## config.mk

```make
export PLATFORM = sky130hd
export DESIGN_NAME = parallel_row_collector_flat
export DESIGN_NICKNAME = d
export VERILOG_FILES = /design/src/rtl/parallel_row_collector_if.sv /design/src/rtl/parallel_row_collector.sv /design/src/flat_wrapper.sv
export SDC_FILE = /design/constraint.sdc
export NUM_CORES = 1
export LEC_CHECK = 0
export ABC_AREA = 1
export CAP_MARGIN = 10
export CELL_PAD_IN_SITES_DETAIL_PLACEMENT = 1
export CELL_PAD_IN_SITES_GLOBAL_PLACEMENT = 2
export CORE_MARGIN = 2
export CORE_UTILIZATION = 29
export CTS_CLUSTER_DIAMETER = 150
export DETAILED_ROUTE_END_ITERATION = 16
export PLACE_DENSITY_LB_ADDON = 0.1
export SYNTH_ARGS = -nofsm -noshare
export SYNTH_HDL_FRONTEND = slang
export SYNTH_SLANG_ARGS = --single-unit
```

## constraint.sdc

```tcl
create_clock -name clk -period 1.8 [get_ports clk]
set_input_delay 0.27 -clock clk [delete_from_list [all_inputs] [get_ports clk]]
set_output_delay 0.27 -clock clk [all_outputs]
set_load 0.005 [all_outputs]
```

## src/rtl/parallel_row_collector_if.sv

```systemverilog
// parallel_row_collector_if: serial word input and parallel row output handshakes.
interface parallel_row_collector_if #(
    parameter int DATA_WIDTH = 8,
    parameter int ROW_WIDTH  = 5
);
    localparam int CNT_W = $clog2(ROW_WIDTH + 1);
    logic                  in_valid;
    logic [DATA_WIDTH-1:0] in_data;
    logic                  in_ready;
    logic                  flush;
    logic                  row_valid;
    logic [DATA_WIDTH-1:0] row_data [ROW_WIDTH];
    logic [CNT_W-1:0]      row_count;
    logic                  row_ready;
    modport master (
        output in_valid, in_data, flush, row_ready,
        input  in_ready, row_valid, row_data, row_count
    );
    modport slave (
        input  in_valid, in_data, flush, row_ready,
        output in_ready, row_valid, row_data, row_count
    );
endinterface

```

## src/rtl/parallel_row_collector.sv

```systemverilog
// parallel_row_collector: assembles a serial word stream into rows of ROW_WIDTH words,
// with flush to emit a partial row early.
module parallel_row_collector #(
    parameter int DATA_WIDTH = 8,
    parameter int ROW_WIDTH  = 5
) (
    input logic clk,
    input logic arst,
    parallel_row_collector_if.slave bus
);
    localparam int CNT_W = $clog2(ROW_WIDTH + 1);
    typedef enum logic {COLLECT, FULL} state_t;
    state_t state, state_nxt;
    logic [CNT_W-1:0] count, count_inc, row_cnt;
    logic [DATA_WIDTH-1:0] data [ROW_WIDTH];
    logic accept, to_full, hand_off;
    always_ff @(posedge clk or posedge arst) begin
        if (arst) state <= COLLECT;
        else state <= state_nxt;
    end
    always_comb begin
        accept    = bus.in_valid && state == COLLECT;
        count_inc = count + CNT_W'(accept);
        to_full   = state == COLLECT &&
                    ((accept && count == CNT_W'(ROW_WIDTH - 1)) || (bus.flush && count_inc != '0));
        hand_off  = state == FULL && bus.row_ready;
        state_nxt = to_full ? FULL : hand_off ? COLLECT : state;
    end
    assign bus.in_ready  = state == COLLECT;
    assign bus.row_valid = state == FULL;
    assign bus.row_data  = data;
    assign bus.row_count = row_cnt;
    // Clearing on hand-off guarantees the unfilled tail of a flushed row reads 0.
    always_ff @(posedge clk or posedge arst) begin
        if (arst) begin
            count   <= '0;
            row_cnt <= '0;
            for (int i = 0; i < ROW_WIDTH; i++) data[i] <= '0;
        end else begin
            if (hand_off) begin
                count   <= '0;
                row_cnt <= '0;
            end else begin
                if (accept) count <= count_inc;
                if (to_full) row_cnt <= count_inc;
            end
            for (int i = 0; i < ROW_WIDTH; i++)
                if (hand_off) data[i] <= '0;
                else if (accept && count == CNT_W'(i)) data[i] <= bus.in_data;
        end
    end
    a_excl: assert property (@(posedge clk) disable iff (arst) !(bus.in_ready && bus.row_valid));
    a_cnt:  assert property (@(posedge clk) disable iff (arst) row_cnt <= CNT_W'(ROW_WIDTH));
    for (genvar g = 0; g < ROW_WIDTH; g++) begin : g_stable
        a_stable: assert property (@(posedge clk) disable iff (arst)
            bus.row_valid && !bus.row_ready |=> $stable(data[g]));
    end
endmodule

```

## src/flat_wrapper.sv

```systemverilog
// flat-port wrapper written by rule: the top's interface ports become plain ports
module parallel_row_collector_flat 
#(
    parameter int DATA_WIDTH = 8,
    parameter int ROW_WIDTH  = 5
)
  (clk, arst, bus_in_valid, bus_in_data, bus_flush, bus_row_ready, bus_in_ready, bus_row_valid, bus_row_data, bus_row_count);
  parallel_row_collector_if #(.DATA_WIDTH(DATA_WIDTH), .ROW_WIDTH(ROW_WIDTH)) bus_i ();
  input logic clk;
  input logic arst;
  input wire logic [$bits(bus_i.in_valid)-1:0] bus_in_valid;
  input wire logic [$bits(bus_i.in_data)-1:0] bus_in_data;
  input wire logic [$bits(bus_i.flush)-1:0] bus_flush;
  input wire logic [$bits(bus_i.row_ready)-1:0] bus_row_ready;
  output wire logic [$bits(bus_i.in_ready)-1:0] bus_in_ready;
  output wire logic [$bits(bus_i.row_valid)-1:0] bus_row_valid;
  output wire logic [$bits(bus_i.row_data)-1:0] bus_row_data;
  output wire logic [$bits(bus_i.row_count)-1:0] bus_row_count;
  assign bus_i.in_valid = bus_in_valid;
  assign bus_i.in_data = bus_in_data;
  assign bus_i.flush = bus_flush;
  assign bus_i.row_ready = bus_row_ready;
  assign bus_in_ready = bus_i.in_ready;
  assign bus_row_valid = bus_i.row_valid;
  assign bus_row_data = {>>{bus_i.row_data}};
  assign bus_row_count = bus_i.row_count;
  parallel_row_collector #(.DATA_WIDTH(DATA_WIDTH), .ROW_WIDTH(ROW_WIDTH)) u_core (.clk(clk), .arst(arst), .bus(bus_i));
endmodule
```

* Yosys cells after proc, flatten, opt, wreduce, memory -nomap -nowiden
Cells that the tools add are included.
Word-level totals: register bits 47, bits in latches 0, bits in writable memories 0, memories kept 0, output and inout bits 45, ROM bits 0, logic and storage cells 49, input bits 13
Cells by class: add/subtract/negate cells 1, bitwise operators 1, multiplexer cells 16, multiply operators 0, shifts and indexed selects 0, equal/unequal tests 4, $lt $le $gt $ge 0, reduce and logical (&&, ||, !) cells 19, divide/modulo/power cells 0
Operators by type and width (count):
- $mux 8 | 10
- $reduce_bool 2->1 | 7
- $mux 3 | 4
- $logic_and 1x1->1 | 9
- $eq 3x2->1 const B | 2
- $add 3x1->3 | 1
- $eq 3x1->1 const B | 1
- $eq 3x3->1 const B | 1
- $logic_not 3->1 | 1
- $reduce_bool 3->1 | 1
- $mux 1 | 2
- $logic_or 1x1->1 | 1
- $not 1->1 | 1

* Longest topological paths before layout
depth in word-level cells 9, mapped depth 12

* Worst setup path after synthesis
No wires, ideal clock.
path kind register to register, from register u_core.state, in the netlist u_core.bus.row_valid, to register u_core.state, in the netlist u_core.bus.row_valid, stages on the path, launching flop included 10, library setup time 143 ps, clock period less this slack 1649 ps, path buffers 0, data required time 1657 ps, arrival time 1506 ps, slack 151 ps, path through dfrtp_1 > inv_2 > nand2_4 > inv_1 > ha_1 > ha_1 > nor2_1 > nand3_1 > nand2_1 > o221ai_1
Between the ends: cells in the longest elaborated chain, start to end 8
RTL lines:
- start, declared | line parallel_row_collector.sv:13 | state_t state, state_nxt;
- start signal, assigned | line parallel_row_collector.sv:19 | else state <= state_nxt;
- $not 1->1 *
- net bus_in_ready | line flat_wrapper.sv:15 | output wire logic [$bits(bus_i.in_ready)-1:0] bus_in_ready;
- $logic_and 1x1->1 | line parallel_row_collector.sv:22 | accept = bus.in_valid && state == COLLECT;
- $add 3x1->3 | line parallel_row_collector.sv:23 | count_inc = count + CNT_W'(accept);
- $reduce_bool 3->1 | line parallel_row_collector.sv:25 | ((accept && count == CNT_W'(ROW_WIDTH - 1)) || (bus.flush && count_inc != '0));
- $logic_and 1x1->1 | line parallel_row_collector.sv:25
- $logic_or 1x1->1 | line parallel_row_collector.sv:25
- $logic_and 1x1->1 * | line parallel_row_collector.sv:24 | to_full = state == COLLECT &&
- $mux 1 / $reduce_bool 2->1 (equally long branches)
Mark *: on every way through the listed nets, which the timed path passes. The rest lies on a longest branch. A chain may end at the register's enable or synchronous reset.

* Worst setup path in the final report
from register u_core.state, in the netlist u_core.bus.row_valid, to register u_core.row_cnt[1], in the netlist u_core.bus.row_count[1]
Between the ends: cells in the longest elaborated chain, start to end 8
RTL lines:
- $not 1->1 | line parallel_row_collector.sv:22, parallel_row_collector.sv:24
- $logic_and 1x1->1 | line parallel_row_collector.sv:22
- $add 3x1->3 | line parallel_row_collector.sv:23
- $reduce_bool 3->1 | line parallel_row_collector.sv:25
- $logic_and 1x1->1 | line parallel_row_collector.sv:25
- $logic_or 1x1->1 | line parallel_row_collector.sv:25
- $logic_and 1x1->1 | line parallel_row_collector.sv:24
- $reduce_bool 2->1 (no source line)
- end signal, assigned | line parallel_row_collector.sv:45 | if (to_full) row_cnt <= count_inc;
- end, declared | line parallel_row_collector.sv:14 | logic [CNT_W-1:0] count, count_inc, row_cnt;
Parallel ways exist; a longest one is shown, timed or not. The select of a mux whose other input is x is not followed.

==> insert_results.sql <==
INSERT INTO impl_metrics (metric_group, metric, value, unit) VALUES
('logic_synthesis', 'synth.distinct_cells', '24', ''),
('placement', 'dpl.cell_count', '342', ''),
('placement', 'place.port_buffers', '57', ''),
('pwr', 'cellPowerDensity', '1460', 'nW/µm²'),
('placement', 'pre_cts_slack', '-0.223', 'ns'),
('final_layout', 'final_cell_count_no_fill', '352', ''),
('routing', 'routedWlPerCell', '14.9', 'µm'),
('logic_synthesis', 'number_of_warnings_issued_by_yosys', '0', ''),
('logic_synthesis', 'yosys-mux-area-fraction', '0', '%'),
('global_routing', 'grt_first_pass_wirelength', '8.63', 'mm'),
('logic_synthesis', 'post_synthesis_sequential_area_ratio', '57.9', '%'),
('global_routing', 'grt_pass1_vias', '1637', ''),
('logic_synthesis', 'synth-simple-area-share', '22.3', '%'),
('logic_synthesis', 'synth_area_leader_cell', 'sky130_fd_sc_hd__dfrtp_1', ''),
('worst_setup_path', 'crit_path_max_fanout', '5', ''),
('sta', 'report.final.setup_viol', '0', ''),
('worst_setup_path', 'start_kind', 'flop', ''),
('pwr', 'vdd.ir_drop.worst', '755', 'µV'),
('worst_setup_path', 'timing.critical_path.required', '1.99', 'ns'),
('routing', 'detail_route.vias_per_cell', '4.59', ''),
('logic_synthesis', 'synth_fa_ha_area_share', '1.23', '%'),
('logic_synthesis', 'synthesis.area_per_instance', '10.5', 'µm²'),
('routing', 'drc', '0', ''),
('cts', 'clock_insertion_delay_worst_skew', '0.30', 'ns'),
('final_layout', 'number_of_nets_in_the_final_layout', '270', ''),
('placement', 'placed_area', '2700', 'µm²'),
('logic_synthesis', 'synth_xor_xnor_area_share', '0', '%'),
('worst_setup_path', 'critical_path.max_stage_delay', '0.42', 'ns'),
('routing', 'first_pass_iters', '4', ''),
('floorplan', 'die_h', '87.7', 'µm'),
('logic_synthesis', 'synth_compound_area_share', '12.3', '%'),
('final_layout', 'synthToLayoutAreaGrowth', '39.3', '%'),
('global_routing', 'grt_remaining_overflow', '0', ''),
('cts', 'cts-buffers-inserted', '5', ''),
('worst_setup_path', 'cp_endpoint_kind', 'flop', ''),
('global_routing', 'antenna_found_initial', '0', ''),
('cts', 'cts.sink_count', '47', ''),
('final_layout', 'finish.utilization', '41.7', '%'),
('worst_setup_path', 'cells_along_the_critical_path', 'inv_2 -> nand2_4 -> inv_1 -> ha_1 -> ha_1 -> nor2_2 -> nand3_2 -> nand2_4 -> nand2_4 -> nand2_1 -> nand2_1', ''),
('cts', 'htree_levels', '2', ''),
('pwr', 'leakagePower', '1.23', 'nW'),
('sta', 'skew', '0.0118', 'ns'),
('final_layout', 'antennaDiodeCount', '0', ''),
('logic_synthesis', 'synth_top_family_by_area', 'simple AND/OR/NAND/NOR gates', ''),
('sta', 'hold_violations', '0', ''),
('worst_setup_path', 'cpMaxStageDelayCell', 'sky130_fd_sc_hd__dfrtp_1', ''),
('floorplan', 'std_cell_core_area', '6790', 'µm²'),
('final_layout', 'filler_cell_count', '773', ''),
('logic_synthesis', 'summed_instance_area_of_the_synthesized_netlist', '2030', 'µm²'),
('sta', 'rsz0062_at_grt', 'no', ''),
('run_status', 'outcome', 'finished clean', ''),
('worst_setup_path', 'crit_path_frequent_cell', 'sky130_fd_sc_hd__nand2_4', ''),
('cts', 'tritoncts', 'yes', ''),
('cts', 'clock_slew_seen_by_the_registers_of_the_worst_setup_and_hold_paths', '0.08', 'ns'),
('floorplan', 'design.portCount', '58', ''),
('sta', 'max-slew-margin-rel', '67.3', '%'),
('logic_synthesis', 'synthCells', '194', ''),
('logic_synthesis', 'synth_area_leaders', 'sky130_fd_sc_hd__dfrtp_1, sky130_fd_sc_hd__nand3_1, sky130_fd_sc_hd__o21ai_1, sky130_fd_sc_hd__nand2_1, sky130_fd_sc_hd__nand3_4', ''),
('placement', 'hpwl', '3.75', 'mm'),
('logic_synthesis', 'synth.top_cell.area_share', '57.9', '%'),
('global_routing', 'groute.layer.met2.usage', '24.7', '%'),
('floorplan', 'initial_utilization', '29.9', '%'),
('final_layout', 'postLayoutCellArea', '2830', 'µm²'),
('routing', 'drt-total-wl', '5.26', 'mm'),
('worst_setup_path', 'reg2reg_depth', '11', ''),
('worst_setup_path', 'critical_path_arrival', '1.82', 'ns'),
('worst_setup_path', 'r2r_start', 'u_core.bus.row_valid$_DFFE_PP0P_', ''),
('floorplan', 'die_width', '87.7', 'µm'),
('global_routing', 'grt_start_max_net_pins', '48', ''),
('cts', 'ctsRootBufferMaster', 'sky130_fd_sc_hd__clkbuf_8', ''),
('floorplan', 'fp-row-count', '30', '');
[routing by layer]
layer | part of all wire [%] | vias to the layer above
li1 | - | 787
met1 | 44 | 793
met2 | 51 | 31
met3 | 3.9 | 4
met4 | 0.76 | 0
met5 | 0 | -
[how the worst max path moves through the flow]
| stage | to | cells past startpoint | slack [ns] | startpoint |
|---|---|---|---|---|
| 2_1_floorplan | u_core.bus.row_valid$_DFFE_PP0P_ | 9 | 0.15 | u_core.bus.row_valid$_DFFE_PP0P_ |
| 3_3_place_gp | u_core.bus.row_count[1]$_DFFE_PP0P_ | 11 | -0.18 | bus_in_valid |
| 3_5_place_dp | u_core.bus.row_count[2]$_DFFE_PP0P_ | 11 | -0.22 | bus_in_valid |
| 4_1_cts | u_core.bus.row_count[1]$_DFFE_PP0P_ | 11 | 0.04 | u_core.bus.row_valid$_DFFE_PP0P_ |
| 5_1_grt | u_core.bus.row_count[1]$_DFFE_PP0P_ | 11 | 0.02 | u_core.bus.row_valid$_DFFE_PP0P_ |
| 6_report | u_core.bus.row_count[1]$_DFFE_PP0P_ | 11 | 0.16 | u_core.bus.row_valid$_DFFE_PP0P_ |
[final cells by class]
type / count / area share, %
tap: 96 / 4.24
multi-input combinational: 126 / 26.3
inverter: 11 / 1.55
clock buffer: 6 / 2.92
clock inverter: 2 / 0.575
sequential: 47 / 41.6
timing repair buffer: 64 / 22.9
[sequential cells by signal (all words and copies together), names as in the netlist]
signal                count
u_core.bus.row_valid      1
u_core.bus.row_count      3
u_core.bus.row_data      40
u_core.count              3
[cells in the mapped netlist (all sizes together)]
cell type / number
nand2: 30
ha: 2
o22ai: 3
o221ai: 1
buf: 10
o21ai: 40
inv: 11
dfrtp: 47
nand3: 41
and2: 1
nor2: 8
[cells by family (layout without fill, tap and decap cells)]
family,count (synthesis),after routing
and+or+nand+nor,80,80
DFF,47,47
AOI/OAI and AO/OA,44,44
buffers and inverters,21,83
adders and majority gates,2,2
[stage by stage]
step                      total power [mW]  setup TNS, ns
final                                 4.13              0
after global routing                  4.45              0
after CTS                             4.14              0
after detailed placement              3.45         -0.885
after global placement                3.42         -0.705
after floorplan                       2.53              0
[placed cells by master, fill, tap and decap left out, types with 2 or more instances in the layout]
cell type and instances:
sky130_fd_sc_hd__clkdlybuf4s50_1 57, sky130_fd_sc_hd__dfrtp_1 47, sky130_fd_sc_hd__nand3_1 35, sky130_fd_sc_hd__o21ai_1 33
sky130_fd_sc_hd__nand2_1 26, sky130_fd_sc_hd__inv_1 7, sky130_fd_sc_hd__o21ai_2 6, sky130_fd_sc_hd__clkbuf_8 6
sky130_fd_sc_hd__buf_4 5, sky130_fd_sc_hd__nand3_4 4, sky130_fd_sc_hd__nor2_1 4, sky130_fd_sc_hd__inv_2 3
sky130_fd_sc_hd__nand2_4 3, sky130_fd_sc_hd__o22ai_1 3, sky130_fd_sc_hd__nand3_2 2, sky130_fd_sc_hd__nor2_2 2
sky130_fd_sc_hd__ha_1 2, sky130_fd_sc_hd__buf_12 2
[power by group]
part	total (mW)	switching [mW]	internal, mW
Combinational	1.85	0.910	0.935
Clock	0.682	0.368	0.314
Sequential	1.61	0.223	1.38
[timing repair]
item	CTS	global route
buffers inserted	0	2
endpoints found under the hold margin	0	0
endpoints found under the setup margin	0	4
resized for setup	0	4
[critical path: cells and delay by family, from the launching register on]
| kind | cells | cell delay [ns] |
|---|---|---|
| buf+inv | 2 | 0.12 |
| flops | 1 | 0.42 |
| fa+ha+maj | 2 | 0.47 |
| simple gates | 7 | 0.55 |
Note: power is estimated with default switching activity, not from simulation.
